<file path="src/rtl/stm1_tx_ohins.sv">
// STM-1 TX section-overhead inserter: frame position counters, SOH/payload mux, B1/B2 insertion.
// Optional: define STM1_BIPERR_INS_EN to add b1err/b2err BIP error injection ports.
module stm1_tx_ohins #(
  parameter logic [7:0] A1_BYTE = 8'hF6,
  parameter logic [7:0] A2_BYTE = 8'h28,
  parameter logic [7:0] FILL    = 8'h00
) (
  input  logic        clk19,
  input  logic        rst19,
  input  logic        fen,
  input  logic [7:0]  pdat,
  output logic        preq,
  input  logic [7:0]  b1dat,
  input  logic        b1vld,
  input  logic [23:0] b2dat,
  input  logic        b2vld,
  input  logic [7:0]  j0_cfg,
  input  logic [7:0]  k1_cfg,
  input  logic [7:0]  k2_cfg,
  input  logic [7:0]  s1_cfg,
`ifdef STM1_BIPERR_INS_EN
  input  logic        b1err,
  input  logic        b2err,
`endif
  output logic [7:0]  pdo,
  output logic [3:0]  rrow,
  output logic [6:0]  rcol,
  output logic [1:0]  rsts,
  output logic        sof
);

  logic [3:0]  row;
  logic [6:0]  col;
  logic [1:0]  sts;
  logic [7:0]  b1_hold, j0_h, k1_h, k2_h, s1_h;
  logic [23:0] b2_hold;
  logic [7:0]  b1_ins;
  logic [23:0] b2_ins;
  logic [3:0]  soh_idx;
  logic [7:0]  soh_byte;
  logic [7:0]  nxt_byte;
  logic        active;
  logic        at_sof;
  logic        is_pld;

  assign active = rst19 & fen;
  assign at_sof = (row == 4'd0) && (col == 7'd0) && (sts == 2'd0);
  assign is_pld = (col >= 7'd3);
  assign preq   = active & is_pld;

`ifdef STM1_BIPERR_INS_EN
  assign b1_ins = b1_hold ^ {7'd0, b1err};
  assign b2_ins = b2_hold ^ {3{7'd0, b2err}};
`else
  assign b1_ins = b1_hold;
  assign b2_ins = b2_hold;
`endif

  // SOH byte for the current position; only meaningful while col < 3.
  always_comb begin
    soh_idx  = 4'(col[1:0]) * 4'd3 + 4'(sts);
    soh_byte = FILL;
    case (row)
      4'd0: case (soh_idx)
        4'd0, 4'd1, 4'd2: soh_byte = A1_BYTE;
        4'd3, 4'd4, 4'd5: soh_byte = A2_BYTE;
        4'd6:             soh_byte = j0_h;
        default:          soh_byte = FILL;
      endcase
      4'd1: if (soh_idx == 4'd0) soh_byte = b1_ins;
      // AU-4 pointer fixed at 522, NDF off
      4'd3: case (soh_idx)
        4'd0:       soh_byte = 8'h6A;
        4'd1, 4'd2: soh_byte = 8'h9B;
        4'd3:       soh_byte = 8'h0A;
        4'd4, 4'd5: soh_byte = 8'hFF;
        default:    soh_byte = FILL;
      endcase
      4'd4: case (soh_idx)
        4'd0:    soh_byte = b2_ins[23:16];
        4'd1:    soh_byte = b2_ins[15:8];
        4'd2:    soh_byte = b2_ins[7:0];
        4'd3:    soh_byte = k1_h;
        4'd6:    soh_byte = k2_h;
        default: soh_byte = FILL;
      endcase
      4'd8: if (soh_idx == 4'd0) soh_byte = s1_h;
      default: soh_byte = FILL;
    endcase
    nxt_byte = is_pld ? pdat : soh_byte;
  end

  // Position counters and the registered output byte.
  always_ff @(posedge clk19) begin
    if (!active) begin
      row  <= '0;
      col  <= '0;
      sts  <= '0;
      pdo  <= '0;
      rrow <= '0;
      rcol <= '0;
      rsts <= '0;
      sof  <= 1'b0;
    end else begin
      pdo  <= nxt_byte;
      rrow <= row;
      rcol <= col;
      rsts <= sts;
      sof  <= at_sof;
      if (sts == 2'd2) begin
        sts <= '0;
        if (col == 7'd89) begin
          col <= '0;
          row <= (row == 4'd8) ? 4'd0 : row + 4'd1;
        end else begin
          col <= col + 7'd1;
        end
      end else begin
        sts <= sts + 2'd1;
      end
    end
  end

  // BIP holds survive fen=0; the insertion mux reads the pre-load value on a same-cycle strobe.
  always_ff @(posedge clk19) begin
    if (!rst19) begin
      b1_hold <= '0;
      b2_hold <= '0;
    end else begin
      if (b1vld) b1_hold <= b1dat;
      if (b2vld) b2_hold <= b2dat;
    end
  end

  always_ff @(posedge clk19) begin
    if (!active) begin
      j0_h <= '0;
      k1_h <= '0;
      k2_h <= '0;
      s1_h <= '0;
    end else if (at_sof) begin
      j0_h <= j0_cfg;
      k1_h <= k1_cfg;
      k2_h <= k2_cfg;
      s1_h <= s1_cfg;
    end
  end

endmodule

</file>
<file path="config.mk">
export PLATFORM = sky130hd
export DESIGN_NAME = stm1_tx_ohins
export DESIGN_NICKNAME = d
export VERILOG_FILES = /design/src/rtl/stm1_tx_ohins.sv
export SDC_FILE = /design/constraint.sdc
export NUM_CORES = 1
export LEC_CHECK = 0
export ABC_AREA = 1
export CAP_MARGIN = 20
export CORE_MARGIN = 8
export CORE_UTILIZATION = 45
export DETAILED_ROUTE_END_ITERATION = 8
export PLACE_DENSITY = 0.86
export REMOVE_ABC_BUFFERS = 1
export SETUP_SLACK_MARGIN = 0.05
export SYNTH_ARGS = -nofsm -noshare
export SYNTH_HDL_FRONTEND = slang
export SYNTH_SLANG_ARGS = --single-unit
</file>
<file path="constraint.sdc">
create_clock -name clk19 -period 2.4 [get_ports clk19]
set_input_delay 0.48 -clock clk19 [delete_from_list [all_inputs] [get_ports clk19]]
set_output_delay 0.48 -clock clk19 [all_outputs]
set_load 0.01 [all_outputs]
</file>
==> impl_metrics.yaml <==
logic_synthesis:
  syn_avg_cell_area_sq_um: 7.12
  ys.warnings.count: 0
  synth_top_area_cell: "dfxtp_1"
  ys_ff_latch: 99
  synth_edf_count: 0
  ys_seq_area_share_pct: 45.6
  synth.area.top_cells: "dfxtp_1 (46%), nor2_1 (14%), nand2_1 (10%)"
  ys.flop_type: "dfxtp_1"
  synth_most_common_cell: "nor2_1"
  synth_common_cells: "nor2_1 (161), nand2_1 (118), dfxtp_1 (99), o21ai_0 (66), nand3_1 (52)"
  synth.distinct_cells: 28
  syn_area_sq_um: 4340
  synthCells: 610
  synth_top_area_share_pct: 45.6
  synth_async_sr_flop_share_pct: 0
setup_path:
  crit_path_end_kind: "register"
  cpPeakStageDelay_ps: 580
  crit_type: "register to register"
  slowest_stage: "fa_2"
  critical-path-top-delay-family: "adder cells"
  required_ps: 2710
  rrSetupSlack_ps: -200
  cpMostUsedCell: "nand2_1"
  rr_worst_depth: 13
  path_max_fanout: 16
  r2r-end: "pdo[4]"
  crit_chain: "fa_1 > ha_1 > inv_1 > fa_2 > nand2_4 > inv_6 > buf_12 > nand3_1 > nand3_2 > o21ai_2 > nand2_1 > nand2_1 > nand2_1"
  path_depth: 13
  rr_startpoint: "col[0]"
  cp.arrival_ps: 2910
  critical_path_buf_inv_count: 3
  start_kind: "register"
routing:
  first_pass_iters: 5
  drc: 0
  vias_per_cell: 4.95
  wl_per_cell_um: 14.2
  ant_nets: 0
  wl_um: 12100
  vias: 4237
  drt-initial-drc-count: 291
finish:
  nets: 807
  stdcell_area_sq_um: 5850
  nFillCells: 862
  drive_gt1_share_pct: 10.9
  syn_to_final_growth_pct: 34.7
  final_util_pct: 61.3
  antennaDiodeCount: 0
clock_tree:
  clk_pin_slew_worst_paths_ps: 100
  cts_tree: "yes"
  cts_root_buf: "clkbuf_8"
  cts_buffers: 9
  clockBufferDepth: 2
  clock-sinks: 99
  insertion_delay_ps: 370
  cts_hold_buf: 0
  cts_max_level: 3
timing:
  skew_ps: 14.8
  fin_crit_ps: 2600
  slew_violations: 0
  finalCritPeriodShare_pct: 108
  fin_hold_ws_ps: 472
  layout_setup_ws_ps: -202
  rsz0062_at_grt: "true"
  setup_viol: 8
  worst_pin_slew_ps: 939
  slew_headroom_pct: 37.2
  hold_violations: 0
  max_freq_mhz: 384
  fin_setup_tns_ps: -1440
place:
  place_congestion: 0.898
  placed_cell_area_sq_um: 5510
  hpwl_um: 8990
  io_buffer_count: 99
grt:
  track_usage_pct: 18.4
  grt_first_pass_wirelength_um: 19400
  antenna_found_initial: 0
  grt_pass1_vias: 4172
  overflow: 0
  grt_max_degree: 36
floorplan:
  fp-row-count: 36
  ioPinCount: 100
  fp.dieH_um: 114
  start_util_pct: 45.5
  fp.dieW_um: 114
  fp.dieArea_sq_um: 13100
  core_sq_um: 9550
run:
  maxCapViolations: 0
pwr:
  p_leak_uw: 0.00254
  ir_drop_mv: 0.274
  power_density_nw_per_um2: 553
  p_total_uw: 3230
status:
  violations: "negative setup slack"
  status: "finished, violations left"
worst_hold_path:
  hp-class: "register to register"
  min_path_cells: 2
  min_to: "s1_h[4]"
  hold_start: "s1_h[4]"
## worst register-to-register path: stages (launching register included)
cell     delay [ps]
dfxtp_2         340
fa_1            540
ha_1            140
inv_1            50
fa_2            580
nand2_4         100
inv_6            90
buf_12          150
nand3_1         110
nand3_2         110
o21ai_2          70
nand2_1         130
nand2_1          50
nand2_1          60
## final cells by class
type,instances,area [sq um],area share (%)
well taps,133,166,2.84
clock buffers,10,128,2.18
clock inverters,6,66.3,1.13
repair buffers,120,1160,19.8
inverters,33,129,2.20
multi-input cells,455,2210,37.9
flip-flops and latches,99,1990,34.0
## per-layer routing
metal,share of wire [%],global-route usage [%],routed length [um],up-vias
met5,0,0,0,-
met4,1.5,5.77,178,0
met3,6.3,4.48,768,20
met2,49,32.1,5920,142
met1,43,21.8,5250,1917
li1,-,-,-,2158
## where the power goes
| part | switching, uW | internal (uW) |
|---|---|---|
| logic | 209 | 204 |
| registers | 42.8 | 1720 |
| clock network | 573 | 484 |
## stage by stage
stage               instances  setup WS [ps]
finish                    856           -202
global route              856           -338
CTS                       852           -194
detailed placement        835           -416
global placement          835           -361
floorplan                 587           -233
## placed cells by master, fill, tap and decap left out, types with 10 or more instances in the layout
| cell type | n |
|---|---|
| nand3_2 | 10 |
| nand3_1 | 42 |
| dfxtp_1 | 97 |
| inv_1 | 28 |
| o21ai_1 | 11 |
| nor2_1 | 160 |
| nand2_1 | 116 |
| clkdlybuf4s50_1 | 98 |
| buf_4 | 19 |
| o21ai_0 | 57 |
## how the worst max path moves through the flow
stage                     slack (ps)  startpoint     end
after detailed placement        -420      col[1]  pdo[4]
after CTS                       -190      col[0]  pdo[4]
after global placement          -360      col[1]  pdo[7]
after floorplan                 -230      col[0]  pdo[4]
after global routing            -340      col[0]  pdo[2]
final                           -200      col[0]  pdo[4]
## logic make-up (layout without fill, tap and decap cells)
kind of cell | after synthesis | after routing | synth area share [%]
AND/OR/NAND/NOR | 354 | 354 | 34.0
XOR/XNOR | 5 | 5 | 1.01
adder cells (fa/ha/maj) | 12 | 12 | 3.80
AO/OA/AOI/OAI | 84 | 84 | 9.76
flip-flops | 99 | 99 | 45.6
buffers and inverters | 56 | 169 | 5.82
## flip-flops by register name, summed over array words and instances, names as in the netlist, 2 cells and up
| name | flops |
|---|---|
| pdo | 8 |
| rcol | 7 |
| rsts | 2 |
| col | 7 |
| sts | 2 |
| b2_hold | 24 |
| j0_h | 8 |
| s1_h | 8 |
| b1_hold | 8 |
| k1_h | 8 |
| row | 4 |
| k2_h | 8 |
| rrow | 4 |
## what timing repair did
action / in CTS / in global routing
endpoints found under the setup margin: 9 / 9
gates cloned: 0 / 0
buffers inserted: 1 / 4
gates resized for setup: 30 / 15
pin swaps: 7 / 11
Power figures use the tool's default switching activity.
